==> src/rtl/uart_pkg.sv <==
// Shared UART constants and FSM state encoding for uart_tx / uart_rx.
package uart_pkg;

  localparam int unsigned CLK_FREQ = 12_000_000;
  localparam int unsigned BAUD     = 9600;
  localparam int unsigned DIVISOR  = CLK_FREQ / BAUD;
  localparam int unsigned HALF     = DIVISOR / 2;

  localparam int unsigned CNT_W    = 13;
  localparam int unsigned DATA_W   = 8;
  localparam int unsigned IDX_W    = 3;

  typedef enum logic [1:0] {
    IDLE      = 2'd0,
    START_BIT = 2'd1,
    DATA_BITS = 2'd2,
    STOP_BIT  = 2'd3
  } uart_state_e;

endpackage

==> src/rtl/uart_rx_sync.sv <==
// Two-flop synchroniser for the asynchronous rx line plus falling-edge detect.
module uart_rx_sync (
  input  logic clk,
  input  logic reset,
  input  logic rx_i,
  output logic rx_sync_o,
  output logic start_edge_o
);

  logic meta_q;
  logic sync_q;
  logic prev_q;

  // Flops reset to the idle-high line level so reset never fakes a start edge.
  always_ff @(posedge clk) begin
    if (reset) begin
      meta_q <= 1'b1;
      sync_q <= 1'b1;
      prev_q <= 1'b1;
    end else begin
      meta_q <= rx_i;
      sync_q <= meta_q;
      prev_q <= sync_q;
    end
  end

  assign rx_sync_o    = sync_q;
  assign start_edge_o = prev_q & ~sync_q;

endmodule

==> src/rtl/uart_rx.sv <==
// 8N1 UART receiver: start-bit glitch rejection, mid-bit sampling, stop-bit check.
module uart_rx
  import uart_pkg::*;
#(
  parameter int unsigned CLK_FREQ = uart_pkg::CLK_FREQ,
  parameter int unsigned BAUD     = uart_pkg::BAUD
) (
  input  logic                clk,
  input  logic                reset,
  input  logic                rx_in,
  output logic [DATA_W-1:0]   rx_data,
  output logic                rx_valid,
  output logic                frame_err,
  output logic                rx_busy
);

  localparam int unsigned BIT_CLKS  = CLK_FREQ / BAUD;
  localparam int unsigned HALF_CLKS = BIT_CLKS / 2;
  localparam logic [CNT_W-1:0] BIT_LAST  = CNT_W'(BIT_CLKS - 1);
  localparam logic [CNT_W-1:0] HALF_LAST = CNT_W'(HALF_CLKS - 1);

  logic rx_sync;
  logic start_edge;

  uart_state_e              state_q, state_d;
  logic [CNT_W-1:0]         cnt_q, cnt_d;
  logic [IDX_W-1:0]         idx_q, idx_d;
  logic [DATA_W-1:0]        shift_q, shift_d;
  logic [DATA_W-1:0]        data_q, data_d;
  logic                     valid_q, valid_d;
  logic                     ferr_q, ferr_d;

  uart_rx_sync u_sync (
    .clk          (clk),
    .reset        (reset),
    .rx_i         (rx_in),
    .rx_sync_o    (rx_sync),
    .start_edge_o (start_edge)
  );

  // State and datapath registers; reset mid-frame drops the partial byte.
  always_ff @(posedge clk) begin
    if (reset) begin
      state_q <= IDLE;
      cnt_q   <= '0;
      idx_q   <= '0;
      shift_q <= '0;
      data_q  <= '0;
      valid_q <= 1'b0;
      ferr_q  <= 1'b0;
    end else begin
      state_q <= state_d;
      cnt_q   <= cnt_d;
      idx_q   <= idx_d;
      shift_q <= shift_d;
      data_q  <= data_d;
      valid_q <= valid_d;
      ferr_q  <= ferr_d;
    end
  end

  // Next-state logic: bit timing counts from START_BIT entry; STOP exits at mid-bit.
  always_comb begin
    state_d = state_q;
    cnt_d   = cnt_q;
    idx_d   = idx_q;
    shift_d = shift_q;
    data_d  = data_q;
    valid_d = 1'b0;
    ferr_d  = 1'b0;

    case (state_q)
      IDLE: begin
        cnt_d = '0;
        // Edge-triggered only: a line held low (break) cannot restart reception.
        if (start_edge) begin
          state_d = START_BIT;
        end
      end

      START_BIT: begin
        if (cnt_q == HALF_LAST) begin
          cnt_d = '0;
          idx_d = '0;
          // Line back high at the start-bit centre means it was a glitch.
          state_d = rx_sync ? IDLE : DATA_BITS;
        end else begin
          cnt_d = cnt_q + CNT_W'(1);
        end
      end

      DATA_BITS: begin
        if (cnt_q == BIT_LAST) begin
          cnt_d          = '0;
          shift_d[idx_q] = rx_sync;
          if (idx_q == IDX_W'(DATA_W - 1)) begin
            state_d = STOP_BIT;
          end else begin
            idx_d = idx_q + IDX_W'(1);
          end
        end else begin
          cnt_d = cnt_q + CNT_W'(1);
        end
      end

      STOP_BIT: begin
        if (cnt_q == BIT_LAST) begin
          cnt_d   = '0;
          state_d = IDLE;
          if (rx_sync) begin
            data_d  = shift_q;
            valid_d = 1'b1;
          end else begin
            ferr_d  = 1'b1;
          end
        end else begin
          cnt_d = cnt_q + CNT_W'(1);
        end
      end

      default: begin
        state_d = IDLE;
      end
    endcase
  end

  assign rx_data   = data_q;
  assign rx_valid  = valid_q;
  assign frame_err = ferr_q;
  assign rx_busy   = (state_q != IDLE);

endmodule

==> config.mk <==
export PLATFORM = sky130hd
export DESIGN_NAME = uart_rx
export DESIGN_NICKNAME = d
export VERILOG_FILES = /design/src/rtl/uart_pkg.sv /design/src/rtl/uart_rx_sync.sv /design/src/rtl/uart_rx.sv
export SDC_FILE = /design/constraint.sdc
export NUM_CORES = 1
export LEC_CHECK = 0
export CAP_MARGIN = 0
export CORE_MARGIN = 2
export CORE_UTILIZATION = 61
export DETAILED_ROUTE_END_ITERATION = 12
export MAX_ROUTING_LAYER = met4
export PLACE_DENSITY = 0.84
export REMOVE_ABC_BUFFERS = 1
export SYNTH_ARGS = -nofsm -noshare
export SYNTH_HDL_FRONTEND = slang
export SYNTH_HIERARCHICAL = 1
export SYNTH_SLANG_ARGS = --single-unit
export TNS_END_PERCENT = 20
==> constraint.sdc <==
create_clock -name clk -period 5.32 [get_ports clk]
set_input_delay 1.064 -clock clk [delete_from_list [all_inputs] [get_ports clk]]
set_output_delay 1.064 -clock clk [all_outputs]
set_load 0.01 [all_outputs]
==> flow_summary.html, run 1 <==
<table>
<tr><th>Metric</th><th>Value</th></tr>
<tr><th colspan="2">Worst setup path</th></tr>
<tr><td>Max FO, Critical Path</td><td>28</td></tr>
<tr><td>Worst Path Arrival</td><td>3.29 ns</td></tr>
<tr><td>Count of cells along the worst register-to-register path</td><td>5</td></tr>
<tr><td>Worst setup path end</td><td>cnt_q[12]$_SDFF_PP0_</td></tr>
<tr><td>Category of the most critical setup path</td><td>input port to flip-flop</td></tr>
<tr><td>Endpoint required time on the critical path</td><td>5.52 ns</td></tr>
<tr><td>Worst R2R Setup Slack</td><td>2.89 ns</td></tr>
<tr><td>Sort of element at the end of the critical path</td><td>flip-flop</td></tr>
<tr><td>Critical Path Start Type</td><td>input port</td></tr>
<tr><td>Worst setup path start</td><td>reset</td></tr>
<tr><td>Worst reg2reg startpoint</td><td>cnt_q[0]$_SDFF_PP0_</td></tr>
<tr><td>Reg2Reg Capture Point</td><td>cnt_q[12]$_SDFF_PP0_</td></tr>
<tr><th colspan="2">Clock tree</th></tr>
<tr><td>Library cell used as clock root buffer</td><td>sky130_fd_sc_hd__clkbuf_4</td></tr>
<tr><td>Number of buffers inserted during clock tree synthesis</td><td>5</td></tr>
<tr><td>Maximum root-to-sink buffer count</td><td>2</td></tr>
<tr><td>Number of buffers inserted to repair setup after CTS</td><td>0</td></tr>
<tr><td>Cells resized by post-CTS repair</td><td>0</td></tr>
<tr><td>Clock slew at the register clock pins of the worst setup and hold paths</td><td>0.10 ns</td></tr>
<tr><td>CTS H-tree lvls</td><td>2</td></tr>
<tr><td>Sink count of the clock tree</td><td>39</td></tr>
<tr><td>Hold buffer count at CTS</td><td>0</td></tr>
<tr><td>Insertion delay of the later-clocked pin in the worst-skew pair</td><td>0.35 ns</td></tr>
<tr><td>TritonCTS clock tree</td><td>done</td></tr>
<tr><th colspan="2">Drt</th></tr>
<tr><td>Residual DRC count</td><td>0</td></tr>
<tr><td>Number of vias in the routed layout</td><td>1476</td></tr>
<tr><td>Antenna-violating nets left</td><td>0</td></tr>
<tr><td>Post-Route WL</td><td>3.771 mm</td></tr>
<tr><td>Post-DR wirelength/cell</td><td>15.08 um</td></tr>
<tr><td>Iteration count of the initial detailed-routing pass</td><td>4</td></tr>
<tr><td>DRC marker count from the first detailed-route iteration</td><td>62</td></tr>
<tr><td>Detail-routed via count per cell</td><td>5.904</td></tr>
<tr><th colspan="2">STA</th></tr>
<tr><td>Final worst clock skew</td><td>0.005100 ns</td></tr>
<tr><td>Relative slew slack</td><td>0.3773</td></tr>
<tr><td>Count of final max-slew check failures</td><td>0</td></tr>
<tr><td>RSZ-0062 raised after global routing</td><td>false</td></tr>
<tr><td>Max Fclk</td><td>323.5 MHz</td></tr>
<tr><td>Total negative slack for setup checks</td><td>0 ns</td></tr>
<tr><td>Share of the clock period used by the worst path</td><td>0.5810</td></tr>
<tr><td>Final setup violation count</td><td>0</td></tr>
<tr><td>Endpoints failing hold</td><td>0</td></tr>
<tr><td>Period minus WS final</td><td>3.091 ns</td></tr>
<tr><td>Final hold slack</td><td>0.4210 ns</td></tr>
<tr><td>Slew at the pin closest to its max-slew limit</td><td>0.9304 ns</td></tr>
<tr><th colspan="2">Global routing</th></tr>
<tr><td>Number of antenna violations at the first check in global routing</td><td>0</td></tr>
<tr><td>Sum of overflow across all layers after global routing</td><td>0</td></tr>
<tr><td>Largest net degree at the start of global routing</td><td>29</td></tr>
<tr><td>Global-route total usage across every layer</td><td>0.2562</td></tr>
<tr><td>Wire length of the first global-routing pass</td><td>6.506 mm</td></tr>
<tr><td>Vias in the first global route</td><td>1452</td></tr>
<tr><th colspan="2">Placement</th></tr>
<tr><td>Count of placed standard cells including taps</td><td>242</td></tr>
<tr><td>Gp weighted congestion</td><td>0.8083</td></tr>
<tr><td>Post-DP HPWL</td><td>2.662 mm</td></tr>
<tr><td>Number of buffer cells added on primary ports</td><td>13</td></tr>
<tr><th colspan="2">Synthesis</th></tr>
<tr><td>Ys Warns</td><td>6</td></tr>
<tr><td>Sequential fraction of the synthesis area</td><td>0.4166</td></tr>
<tr><td>Library cells used by synthesis</td><td>41</td></tr>
<tr><td>Post-synthesis sequential element count</td><td>39</td></tr>
<tr><td>Cell Area, Synth</td><td>1874 um2</td></tr>
<tr><td>Number of standard cells after synthesis</td><td>208</td></tr>
<tr><td>Syn Area/Cell</td><td>9.011 um2</td></tr>
<tr><th colspan="2">Floorplanning</th></tr>
<tr><td>Row count</td><td>20</td></tr>
<tr><td>Area of the core region</td><td>2978 um2</td></tr>
<tr><td>Height of the die</td><td>59.43 um</td></tr>
<tr><td>Die area</td><td>3532 um2</td></tr>
<tr><td>Initial cell density of the core</td><td>0.6294</td></tr>
<tr><td>Number of placed I/O pins</td><td>14</td></tr>
<tr><td>Die Wd</td><td>59.43 um</td></tr>
<tr><th colspan="2">Layout</th></tr>
<tr><td>Net count reported at finish</td><td>224</td></tr>
<tr><td>Leading cell types in the layout, fill and taps excluded</td><td>sky130_fd_sc_hd__dfxtp_1 (39), sky130_fd_sc_hd__nor2_1 (19), sky130_fd_sc_hd__nand3_1 (17)</td></tr>
<tr><td>Number of non-filler instances in the completed layout</td><td>250</td></tr>
<tr><td>Most frequent standard cell in the layout excluding fill and tap cells</td><td>sky130_fd_sc_hd__dfxtp_1</td></tr>
<tr><td>Fraction of final layout cells with drive strength greater than 1</td><td>0.06912</td></tr>
<tr><td>Post-layout utilization of the core</td><td>0.6811</td></tr>
<tr><td>Inserted Diodes</td><td>0</td></tr>
<tr><td>Area overhead of the layout relative to synthesis</td><td>8.211%</td></tr>
<tr><th colspan="2">Run status</th></tr>
<tr><td>Status</td><td>finished, final reports clean</td></tr>
<tr><th colspan="2">Job</th></tr>
<tr><td>Max-cap check violation count</td><td>0</td></tr>
<tr><th colspan="2">Pwr</th></tr>
<tr><td>Peak supply drop</td><td>0.1925 mV</td></tr>
<tr><td>Total power density per cell area</td><td>234.8 nW/um2</td></tr>
<tr><td>Leak Pwr</td><td>0.7205 nW</td></tr>
<tr><th colspan="2">Worst hold path</th></tr>
<tr><td>Path category of the worst min-delay check</td><td>flip-flop to flip-flop</td></tr>
</table>
[cell families after synthesis]
group | after synthesis | synth area share
multiplexers | 8 | 0.04273
AND/OR/NAND/NOR | 98 | 0.3238
flip-flops | 39 | 0.4166
XOR/XNOR | 11 | 0.05141
AO/OA/AOI/OAI | 27 | 0.08011
adder cells (fa/ha/maj) | 5 | 0.03338
buffers and inverters | 20 | 0.05207
[routing by layer]
metal  global-route usage  vias to the layer above  share of wire
li1                     -                      738              -
met1               0.2962                      684           0.44
met2               0.4176                       39           0.50
met3              0.06332                       15          0.040
met4               0.1136                        0          0.020
met5                    -                        -              0
[worst max-delay path, stage by stage]
cell and delay (ns):
sky130_fd_sc_hd__clkdlybuf4s50_1 1.03, sky130_fd_sc_hd__nor2b_1 0.18, sky130_fd_sc_hd__inv_1 0.12, sky130_fd_sc_hd__a2bb2oi_1 0.76
sky130_fd_sc_hd__nor2_1 0.13
[per-stage QoR]
stage	area, um2	power, mW	worst slack (ns)
finish	2028	0.4762	2.229
global route	2028	0.4976	2.013
CTS	2028	0.4810	2.288
detailed placement	1978	0.3388	1.881
global placement	1978	0.3370	2.022
floorplan	1807	0.3252	3.323
[flip-flops by register name, indices dropped and copies added (netlist names), named ones only]
signal,flops
u_sync/rx_sync_o,1
state_q,1
frame_err,1
u_sync/prev_q,1
rx_data,8
rx_valid,1
idx_q,3
u_sync/meta_q,1
shift_q,8
cnt_q,13
[layout make-up]
cell class                      count  area (um2)
Tap cell                           33       41.29
Timing Repair Buffer               13       130.1
Clock buffer                        7       45.04
Multi-Input combinational cell    149       996.0
Fill cell                         241       949.7
Inverter                            8       30.03
Clock inverter                      1       5.005
Sequential cell                    39       780.7
[power breakdown]
part / internal [mW] / total, mW / switching (mW) / leakage [nW]
Clock: 0.0515 / 0.144 / 0.0922 / 0.0293
Sequential: 0.296 / 0.303 / 0.00722 / 0.315
Combinational: 0.0124 / 0.0295 / 0.0171 / 0.376
[cell usage after synthesis]
library cell / n / area share
sky130_fd_sc_hd__nand2_1: 10 / 0.020
sky130_fd_sc_hd__and3b_1: 2 / 0.0093
sky130_fd_sc_hd__nand3b_1: 1 / 0.0040
sky130_fd_sc_hd__or3_1: 1 / 0.0033
sky130_fd_sc_hd__and4_1: 1 / 0.0047
sky130_fd_sc_hd__buf_2: 6 / 0.016
sky130_fd_sc_hd__dfxtp_1: 39 / 0.42
sky130_fd_sc_hd__or2_1: 3 / 0.010
sky130_fd_sc_hd__or2_2: 1 / 0.0033
sky130_fd_sc_hd__or4b_4: 1 / 0.0073
sky130_fd_sc_hd__nand3_1: 17 / 0.045
sky130_fd_sc_hd__a2bb2oi_1: 1 / 0.0047
sky130_fd_sc_hd__o21ai_0: 9 / 0.024
sky130_fd_sc_hd__buf_6: 1 / 0.0060
sky130_fd_sc_hd__and4bb_2: 2 / 0.013
sky130_fd_sc_hd__nor2b_1: 5 / 0.017
sky130_fd_sc_hd__nor2_1: 19 / 0.038
sky130_fd_sc_hd__a31oi_1: 1 / 0.0033
sky130_fd_sc_hd__inv_1: 8 / 0.016
sky130_fd_sc_hd__or4bb_4: 2 / 0.016
sky130_fd_sc_hd__clkbuf_1: 3 / 0.0060
sky130_fd_sc_hd__ha_1: 5 / 0.033
sky130_fd_sc_hd__nor3_1: 5 / 0.013
sky130_fd_sc_hd__or2b_1: 2 / 0.0080
sky130_fd_sc_hd__xor2_1: 2 / 0.0093
sky130_fd_sc_hd__buf_4: 1 / 0.0040
sky130_fd_sc_hd__or3b_2: 1 / 0.0047
sky130_fd_sc_hd__nand4_1: 4 / 0.013
sky130_fd_sc_hd__clkbuf_4: 1 / 0.0040
sky130_fd_sc_hd__and2b_1: 1 / 0.0040
sky130_fd_sc_hd__nand4b_1: 2 / 0.0093
sky130_fd_sc_hd__nand2b_1: 8 / 0.027
sky130_fd_sc_hd__nor4bb_1: 1 / 0.0053
sky130_fd_sc_hd__and3_1: 1 / 0.0033
sky130_fd_sc_hd__o211ai_1: 4 / 0.016
sky130_fd_sc_hd__mux2i_1: 8 / 0.043
sky130_fd_sc_hd__xnor2_1: 9 / 0.042
sky130_fd_sc_hd__nor4_1: 5 / 0.017
sky130_fd_sc_hd__or3b_1: 1 / 0.0047
sky130_fd_sc_hd__a21oi_1: 12 / 0.032
sky130_fd_sc_hd__nor4_4: 2 / 0.023
[how the worst min path moves through the flow]
| stage | startpoint | end | cells after the start |
|---|---|---|---|
| detailed placement | u_sync/meta_q$_SDFF_PP1_ | u_sync/rx_sync_o$_SDFF_PP1_ | 1 |
| floorplan | u_sync/meta_q$_SDFF_PP1_ | u_sync/rx_sync_o$_SDFF_PP1_ | 1 |
| global route | u_sync/meta_q$_SDFF_PP1_ | u_sync/rx_sync_o$_SDFF_PP1_ | 1 |
| finish | u_sync/meta_q$_SDFF_PP1_ | u_sync/rx_sync_o$_SDFF_PP1_ | 1 |
| global placement | u_sync/meta_q$_SDFF_PP1_ | u_sync/rx_sync_o$_SDFF_PP1_ | 1 |
| CTS | u_sync/meta_q$_SDFF_PP1_ | u_sync/rx_sync_o$_SDFF_PP1_ | 1 |
Power figures use the tool's default switching activity.
==> run 2, diff against run 1 <==
--- a/config.mk
+++ b/config.mk
@@ -7,10 +7,10 @@
 export LEC_CHECK = 0
 export CAP_MARGIN = 0
 export CORE_MARGIN = 2
-export CORE_UTILIZATION = 61
+export CORE_UTILIZATION = 57
 export DETAILED_ROUTE_END_ITERATION = 12
 export MAX_ROUTING_LAYER = met4
-export PLACE_DENSITY = 0.84
+export PLACE_DENSITY = 0.79
 export REMOVE_ABC_BUFFERS = 1
 export SYNTH_ARGS = -nofsm -noshare
 export SYNTH_HDL_FRONTEND = slang
==> constraint.sdc (replaced) <==
create_clock -name clk -period 3.09 [get_ports clk]
set_input_delay 0.618 -clock clk [delete_from_list [all_inputs] [get_ports clk]]
set_output_delay 0.618 -clock clk [all_outputs]
set_load 0.01 [all_outputs]
==> flow_summary.html, run 2 (same netlist as run 1, synthesis figures left out) <==
<table>
<tr><th>Metric</th><th>Value</th></tr>
<tr><th colspan="2">Worst setup path</th></tr>
<tr><td>Count of cells along the worst register-to-register path</td><td>6 (+1)</td></tr>
<tr><td>Endpoint required time on the critical path</td><td>2.47 ns (-3.05 ns)</td></tr>
<tr><td>Category of the most critical setup path</td><td>flip-flop to primary output</td></tr>
<tr><td>Worst reg2reg startpoint</td><td>idx_q[0]$_SDFFE_PP0P_</td></tr>
<tr><td>Worst Path Arrival</td><td>1.63 ns (-1.66 ns)</td></tr>
<tr><td>Sort of element at the end of the critical path</td><td>primary output</td></tr>
<tr><td>Max FO, Critical Path</td><td>12 (-57%)</td></tr>
<tr><td>Worst R2R Setup Slack</td><td>1.12 ns (-1.77 ns)</td></tr>
<tr><td>Reg2Reg Capture Point</td><td>idx_q[0]$_SDFFE_PP0P_</td></tr>
<tr><td>Critical Path Start Type</td><td>flip-flop</td></tr>
<tr><th colspan="2">Drt</th></tr>
<tr><td>Post-DR wirelength/cell</td><td>14.32 um (-5.0%)</td></tr>
<tr><td>DRC marker count from the first detailed-route iteration</td><td>66 (+6.5%)</td></tr>
<tr><td>Iteration count of the initial detailed-routing pass</td><td>4 (unchanged)</td></tr>
<tr><td>Number of vias in the routed layout</td><td>1532 (+3.8%)</td></tr>
<tr><td>Detail-routed via count per cell</td><td>5.825 (-1.3%)</td></tr>
<tr><td>Post-Route WL</td><td>3.767 mm (-0.11%)</td></tr>
<tr><td>Antenna-violating nets left</td><td>0 (unchanged)</td></tr>
<tr><td>Residual DRC count</td><td>0 (unchanged)</td></tr>
<tr><th colspan="2">STA</th></tr>
<tr><td>Final hold slack</td><td>0.4176 ns (-0.003440 ns)</td></tr>
<tr><td>Final worst clock skew</td><td>0.01026 ns (+0.005159 ns)</td></tr>
<tr><td>Final setup slack of the worst path</td><td>0.8467 ns (-1.382 ns)</td></tr>
<tr><td>Count of final max-slew check failures</td><td>0 (unchanged)</td></tr>
<tr><td>Relative slew slack</td><td>0.6605 (+0.2832)</td></tr>
<tr><td>RSZ-0062 raised after global routing</td><td>false</td></tr>
<tr><td>Period minus WS final</td><td>2.243 ns</td></tr>
<tr><td>Slew at the pin closest to its max-slew limit</td><td>0.5078 ns (-0.4227 ns)</td></tr>
<tr><td>Final setup violation count</td><td>0 (unchanged)</td></tr>
<tr><td>Max Fclk</td><td>445.8 MHz</td></tr>
<tr><td>Endpoints failing hold</td><td>0 (unchanged)</td></tr>
<tr><td>Share of the clock period used by the worst path</td><td>0.7260</td></tr>
<tr><td>Total negative slack for setup checks</td><td>0 ns (unchanged)</td></tr>
<tr><th colspan="2">Clock tree</th></tr>
<tr><td>Clock slew at the register clock pins of the worst setup and hold paths</td><td>0.10 ns (about the same)</td></tr>
<tr><td>Number of buffers inserted to repair setup after CTS</td><td>0 (unchanged)</td></tr>
<tr><td>CTS H-tree lvls</td><td>2 (unchanged)</td></tr>
<tr><td>Hold buffer count at CTS</td><td>0 (unchanged)</td></tr>
<tr><td>Library cell used as clock root buffer</td><td>sky130_fd_sc_hd__clkbuf_4</td></tr>
<tr><td>Number of buffers inserted during clock tree synthesis</td><td>5 (unchanged)</td></tr>
<tr><td>Sink count of the clock tree</td><td>39 (unchanged)</td></tr>
<tr><td>Maximum root-to-sink buffer count</td><td>2 (unchanged)</td></tr>
<tr><td>TritonCTS clock tree</td><td>done</td></tr>
<tr><td>Cells resized by post-CTS repair</td><td>0 (unchanged)</td></tr>
<tr><td>Insertion delay of the later-clocked pin in the worst-skew pair</td><td>0.35 ns (about the same)</td></tr>
<tr><th colspan="2">Layout</th></tr>
<tr><td>Fraction of final layout cells with drive strength greater than 1</td><td>0.07763 (+0.008501)</td></tr>
<tr><td>Largest Register</td><td>cnt_q</td></tr>
<tr><td>Inserted Diodes</td><td>0 (unchanged)</td></tr>
<tr><td>Net count reported at finish</td><td>226 (+0.89%)</td></tr>
<tr><td>Max reg flops</td><td>13 (unchanged)</td></tr>
<tr><td>Most frequent standard cell in the layout excluding fill and tap cells</td><td>sky130_fd_sc_hd__dfxtp_1</td></tr>
<tr><td>Area overhead of the layout relative to synthesis</td><td>9.746%</td></tr>
<tr><td>Leading cell types in the layout, fill and taps excluded</td><td>sky130_fd_sc_hd__dfxtp_1 (39), sky130_fd_sc_hd__nor2_1 (19), sky130_fd_sc_hd__nand3_1 (17)</td></tr>
<tr><th colspan="2">Worst hold path</th></tr>
<tr><td>Hold-critical path endpoint</td><td>u_sync/rx_sync_o$_SDFF_PP1_</td></tr>
<tr><td>Path category of the worst min-delay check</td><td>flip-flop to flip-flop</td></tr>
<tr><td>Startpoint of the lowest-slack hold path</td><td>u_sync/meta_q$_SDFF_PP1_</td></tr>
<tr><td>Cell count of the worst hold path</td><td>1 (unchanged)</td></tr>
<tr><th colspan="2">Global routing</th></tr>
<tr><td>Global-route total usage across every layer</td><td>0.2438 (-0.01237)</td></tr>
<tr><td>Largest net degree at the start of global routing</td><td>18 (-38%)</td></tr>
<tr><td>Number of antenna violations at the first check in global routing</td><td>0 (unchanged)</td></tr>
<tr><td>Sum of overflow across all layers after global routing</td><td>0 (unchanged)</td></tr>
<tr><td>Vias in the first global route</td><td>1490 (+2.6%)</td></tr>
<tr><td>Wire length of the first global-routing pass</td><td>6.458 mm (-0.74%)</td></tr>
<tr><th colspan="2">Placement</th></tr>
<tr><td>Number of buffer cells added on primary ports</td><td>13 (unchanged)</td></tr>
<tr><td>Post-DP HPWL</td><td>2.777 mm (+4.3%)</td></tr>
<tr><td>Worst setup slack before clock tree synthesis</td><td>1.006 ns (-0.8745 ns)</td></tr>
<tr><td>Gp weighted congestion</td><td>0.7924 (-2.0%)</td></tr>
<tr><th colspan="2">Pwr</th></tr>
<tr><td>Total power density per cell area</td><td>400.2 nW/um2 (+70%)</td></tr>
<tr><td>Peak supply drop</td><td>0.2616 mV (+36%)</td></tr>
<tr><td>Leak Pwr</td><td>0.7297 nW (+1.3%)</td></tr>
<tr><th colspan="2">Floorplanning</th></tr>
<tr><td>Die Wd</td><td>61.35 um (+3.2%)</td></tr>
<tr><td>Die area</td><td>3763 um2 (+6.5%)</td></tr>
<tr><td>Initial cell density of the core</td><td>0.6040 (-0.02538)</td></tr>
<tr><td>Area of the core region</td><td>3103 um2 (+4.2%)</td></tr>
<tr><td>Height of the die</td><td>61.35 um (+3.2%)</td></tr>
<tr><td>Number of placed I/O pins</td><td>14 (unchanged)</td></tr>
<tr><td>Row count</td><td>20 (unchanged)</td></tr>
<tr><th colspan="2">Job</th></tr>
<tr><td>Max-cap check violation count</td><td>0 (unchanged)</td></tr>
<tr><th colspan="2">Run status</th></tr>
<tr><td>Status</td><td>finished, final reports clean</td></tr>
</table>
==> run 2: cell types whose count changed in the layout (fill, tap and decap cells not counted) <==
cell | previous run | this run
sky130_fd_sc_hd__buf_4 | 0 | 2
==> run 2: through the flow <==
stage	util	instance area, um2	std cells	total power [mW]
floorplan	-	1807	196	0.5599
global placement	0.6468	2007	255	0.5844
detailed placement	0.6468	2007	255	0.5875
CTS	0.6629	2057	263	0.8322
global route	0.6629	2057	263	0.8642
finish	0.6629	2057	263	0.8232
==> run 2: critical path, stage by stage, from the launching register on <==
cell and delay (ns):
sky130_fd_sc_hd__dfxtp_1 0.57, sky130_fd_sc_hd__or2_2 0.19, sky130_fd_sc_hd__clkdlybuf4s50_1 0.52
==> run 2: worst max-delay path by stage <==
stage	startpoint	endpoint	slack, ns	cells after the start
CTS	state_q[0]$_SDFFE_PP0P_	rx_busy	0.84	2
finish	state_q[0]$_SDFFE_PP0P_	rx_busy	0.85	2
detailed placement	reset	cnt_q[5]$_SDFF_PP0_	1.01	6
floorplan	cnt_q[0]$_SDFF_PP0_	cnt_q[10]$_SDFF_PP0_	1.09	5
global route	state_q[0]$_SDFFE_PP0P_	rx_busy	0.73	2
global placement	reset	cnt_q[11]$_SDFF_PP0_	1.07	6
==> run 2: layout make-up <==
type / instances / area [um2]
flip-flops and latches: 39 / 780.7
inverters: 8 / 30.03
fillers: 277 / 1046
clock buffers: 7 / 45.04
repair buffers: 15 / 145.1
well taps: 44 / 55.05
clock inverters: 1 / 5.005
multi-input cells: 149 / 996.0
==> run 2: routing by layer <==
layer	track usage	vias up	share of wire
li1	-	742	-
met4	0.1185	0	0.026
met5	-	-	0
met1	0.2592	743	0.42
met3	0.08403	9	0.047
met2	0.4043	38	0.51
==> run 2: report_power, final <==
group / switching (mW) / internal [mW] / total [mW]
Clock: 0.158 / 0.0887 / 0.247
Sequential: 0.0136 / 0.509 / 0.523
Combinational: 0.0294 / 0.0238 / 0.0532
==> run 3, diff against run 2 <==
==> constraint.sdc (replaced) <==
create_clock -name clk -period 2.1 [get_ports clk]
set_input_delay 0.42 -clock clk [delete_from_list [all_inputs] [get_ports clk]]
set_output_delay 0.42 -clock clk [all_outputs]
set_load 0.01 [all_outputs]
==> flow_summary.html, run 3 (same netlist as run 1, synthesis figures left out) <==
<table>
<tr><th>Metric</th><th>Value</th></tr>
<tr><th colspan="2">Drt</th></tr>
<tr><td>Iteration count of the initial detailed-routing pass</td><td>5 (+1)</td></tr>
<tr><td>Residual DRC count</td><td>0 (unchanged)</td></tr>
<tr><td>Top Metal Used</td><td>met4</td></tr>
<tr><td>Post-DR wirelength/cell</td><td>14.07 um (-1.8%)</td></tr>
<tr><td>Met3 wire length</td><td>156 um (-12%)</td></tr>
<tr><td>Post-Route WL</td><td>3.743 mm (-0.64%)</td></tr>
<tr><td>Antenna-violating nets left</td><td>0 (unchanged)</td></tr>
<tr><td>Wire length on met1</td><td>1.571 mm (-0.82%)</td></tr>
<tr><td>Number of vias in the routed layout</td><td>1500 (-2.1%)</td></tr>
<tr><td>Detail-routed via count per cell</td><td>5.639 (-3.2%)</td></tr>
<tr><td>Length of routed met2 wiring</td><td>1.930 mm (+1.2%)</td></tr>
<tr><td>DRC marker count from the first detailed-route iteration</td><td>57 (-14%)</td></tr>
<tr><th colspan="2">STA</th></tr>
<tr><td>RSZ-0062 raised after global routing</td><td>false</td></tr>
<tr><td>Count of final max-slew check failures</td><td>0 (unchanged)</td></tr>
<tr><td>Final setup violation count</td><td>0 (unchanged)</td></tr>
<tr><td>Total negative slack for setup checks</td><td>0 ns (unchanged)</td></tr>
<tr><td>Endpoints failing hold</td><td>0 (unchanged)</td></tr>
<tr><td>Final worst clock skew</td><td>0.01645 ns (+0.006190 ns)</td></tr>
<tr><td>Max Fclk</td><td>500.4 MHz</td></tr>
<tr><td>Slew at the pin closest to its max-slew limit</td><td>0.3673 ns (-0.1405 ns)</td></tr>
<tr><td>Share of the clock period used by the worst path</td><td>0.9516</td></tr>
<tr><td>Relative slew slack</td><td>0.7529 (+0.09241)</td></tr>
<tr><td>Period minus WS final</td><td>1.998 ns</td></tr>
<tr><th colspan="2">Worst setup path</th></tr>
<tr><td>Dominant delay contributor by cell family on the critical path</td><td>flip-flops</td></tr>
<tr><td>Critical Path Start Type</td><td>flip-flop</td></tr>
<tr><td>Sort of element at the end of the critical path</td><td>primary output</td></tr>
<tr><td>Sequence of cells on the critical path</td><td>or2_2 -&gt; clkdlybuf4s50_1</td></tr>
<tr><td>Max FO, Critical Path</td><td>12 (unchanged)</td></tr>
<tr><td>Worst Path Arrival</td><td>1.58 ns (-0.05 ns)</td></tr>
<tr><td>Worst R2R Setup Slack</td><td>0.20 ns (-0.92 ns)</td></tr>
<tr><td>Slowest cell delay on critical path</td><td>0.53 ns (-0.04 ns)</td></tr>
<tr><td>Category of the most critical setup path</td><td>flip-flop to primary output</td></tr>
<tr><td>WP buf/inv</td><td>1 (unchanged)</td></tr>
<tr><td>Endpoint required time on the critical path</td><td>1.68 ns (-0.79 ns)</td></tr>
<tr><td>Standard cell with the maximum stage delay on the critical path</td><td>sky130_fd_sc_hd__dfxtp_1</td></tr>
<tr><th colspan="2">Clock tree</th></tr>
<tr><td>Library cell used as clock root buffer</td><td>sky130_fd_sc_hd__clkbuf_4</td></tr>
<tr><td>Hold buffer count at CTS</td><td>0 (unchanged)</td></tr>
<tr><td>Sink count of the clock tree</td><td>39 (unchanged)</td></tr>
<tr><td>TritonCTS clock tree</td><td>done</td></tr>
<tr><td>CTS H-tree lvls</td><td>2 (unchanged)</td></tr>
<tr><td>Insertion delay of the later-clocked pin in the worst-skew pair</td><td>0.36 ns (about the same)</td></tr>
<tr><td>Clock slew at the register clock pins of the worst setup and hold paths</td><td>0.11 ns (about the same)</td></tr>
<tr><td>Maximum root-to-sink buffer count</td><td>2 (unchanged)</td></tr>
<tr><td>Number of buffers inserted during clock tree synthesis</td><td>5 (unchanged)</td></tr>
<tr><th colspan="2">Job</th></tr>
<tr><td>Max-cap check violation count</td><td>0 (unchanged)</td></tr>
<tr><th colspan="2">Pwr</th></tr>
<tr><td>Sum of internal, switching and leakage power</td><td>1.371 mW (+67%)</td></tr>
<tr><td>Leak Pwr</td><td>0.7629 nW (+4.6%)</td></tr>
<tr><td>Total power density per cell area</td><td>647.5 nW/um2 (+62%)</td></tr>
<tr><td>Peak supply drop</td><td>0.4798 mV (+83%)</td></tr>
<tr><th colspan="2">Global routing</th></tr>
<tr><td>Global-route total usage across every layer</td><td>0.2373 (-0.006477)</td></tr>
<tr><td>Number of antenna violations at the first check in global routing</td><td>0 (unchanged)</td></tr>
<tr><td>Vias in the first global route</td><td>1421 (-4.6%)</td></tr>
<tr><td>Wire length of the first global-routing pass</td><td>6.299 mm (-2.5%)</td></tr>
<tr><td>Largest net degree at the start of global routing</td><td>23 (+5)</td></tr>
<tr><td>Sum of overflow across all layers after global routing</td><td>0 (unchanged)</td></tr>
<tr><th colspan="2">Placement</th></tr>
<tr><td>Gp weighted congestion</td><td>0.8458 (+6.7%)</td></tr>
<tr><td>Placed instance area</td><td>2022 um2 (+0.75%)</td></tr>
<tr><td>Post-DP HPWL</td><td>2.732 mm (-1.6%)</td></tr>
<tr><td>Count of placed standard cells including taps</td><td>257 (+0.78%)</td></tr>
<tr><td>Number of buffer cells added on primary ports</td><td>13 (unchanged)</td></tr>
<tr><th colspan="2">Floorplanning</th></tr>
<tr><td>Number of placed I/O pins</td><td>14 (unchanged)</td></tr>
<tr><td>Row count</td><td>20 (unchanged)</td></tr>
<tr><td>Initial cell density of the core</td><td>0.6040 (unchanged)</td></tr>
<tr><td>Die area</td><td>3763 um2 (unchanged)</td></tr>
<tr><td>Height of the die</td><td>61.35 um (unchanged)</td></tr>
<tr><td>Area of the core region</td><td>3103 um2 (unchanged)</td></tr>
<tr><td>Die Wd</td><td>61.35 um (unchanged)</td></tr>
<tr><th colspan="2">Worst hold path</th></tr>
<tr><td>Path category of the worst min-delay check</td><td>flip-flop to flip-flop</td></tr>
<tr><th colspan="2">Layout</th></tr>
<tr><td>Max reg flops</td><td>13 (unchanged)</td></tr>
<tr><td>Post-route standard cell area excluding fillers</td><td>2117 um2 (+2.9%)</td></tr>
<tr><td>Area overhead of the layout relative to synthesis</td><td>12.95%</td></tr>
<tr><td>Largest Register</td><td>cnt_q</td></tr>
<tr><td>Most frequent standard cell in the layout excluding fill and tap cells</td><td>sky130_fd_sc_hd__dfxtp_1</td></tr>
<tr><td>Leading cell types in the layout, fill and taps excluded</td><td>sky130_fd_sc_hd__dfxtp_1 (38), sky130_fd_sc_hd__nor2_1 (19), sky130_fd_sc_hd__nand3_1 (17)</td></tr>
<tr><td>Net count reported at finish</td><td>229 (+1.3%)</td></tr>
<tr><td>Number of non-filler instances in the completed layout</td><td>266 (+1.1%)</td></tr>
<tr><td>Inserted Diodes</td><td>0 (unchanged)</td></tr>
<tr><td>Fraction of final layout cells with drive strength greater than 1</td><td>0.1036 (+0.02598)</td></tr>
<tr><th colspan="2">Run status</th></tr>
<tr><td>Status</td><td>finished, final reports clean</td></tr>
</table>
[run 3: changes by cell type in the layout (fill, tap and decap cells not counted)]
cell	delta
sky130_fd_sc_hd__dfxtp_2	+1
sky130_fd_sc_hd__bufinv_16	+1
sky130_fd_sc_hd__clkbuf_1	-2
sky130_fd_sc_hd__buf_4	+3
sky130_fd_sc_hd__dfxtp_1	-1
sky130_fd_sc_hd__clkbuf_8	+1
[run 3: worst paths after layout]
path                            cells past startpoint                          end                      from
worst min-delay path                                1  u_sync/rx_sync_o$_SDFF_PP1_  u_sync/meta_q$_SDFF_PP1_
worst max register to register                      6        idx_q[0]$_SDFFE_PP0P_     idx_q[1]$_SDFFE_PP0P_
worst min register to register                      1  u_sync/rx_sync_o$_SDFF_PP1_  u_sync/meta_q$_SDFF_PP1_
worst max-delay path                                2                      rx_busy   state_q[0]$_SDFFE_PP0P_
[run 3: per-stage QoR]
stage                     setup WS, ns  hold WS (ns)  utilization
after global routing           0.02140        0.4289       0.6823
after detailed placement        0.1370        0.4025       0.6516
after CTS                      0.08939        0.4209       0.6794
after global placement          0.1926        0.3960       0.6516
final                           0.1017        0.4168       0.6823
after floorplan                 0.1045        0.3854            -
[run 3: layout make-up]
class                      count  area [um2]
clock buffer                   6       51.30
clock inverter                 2       35.03
fill                         257       985.9
inverter                       8       30.03
multi-input combinational    149       996.0
sequential                    39       782.0
tap                           44       55.05
timing repair buffer          18       167.7
[run 3: power breakdown]
part           switching (mW)  internal [mW]
registers              0.0175          0.749
logic                  0.0433         0.0349
clock network           0.244          0.281
total                   0.305           1.07
[run 3: timing repair]
item,in CTS,in global routing
gates resized for setup,0,1
setup endpoints to repair,0,1
setup buffers,0,1
[run 3: per-layer routing]
metal / vias to the layer above / GRT usage
met2: 38 / 0.4103
li1: 748 / -
met4: 0 / 0.1155
met1: 704 / 0.2558
met3: 10 / 0.05252
met5: - / -
[run 3: worst register-to-register path: cells and delay by family (launching register included)]
family / cells / cell delay (ns)
AO/OA/AOI/OAI: 1 / 0.15
adder cells (fa/ha/maj): 2 / 0.44
flip-flops: 1 / 0.39
AND/OR/NAND/NOR: 3 / 0.84
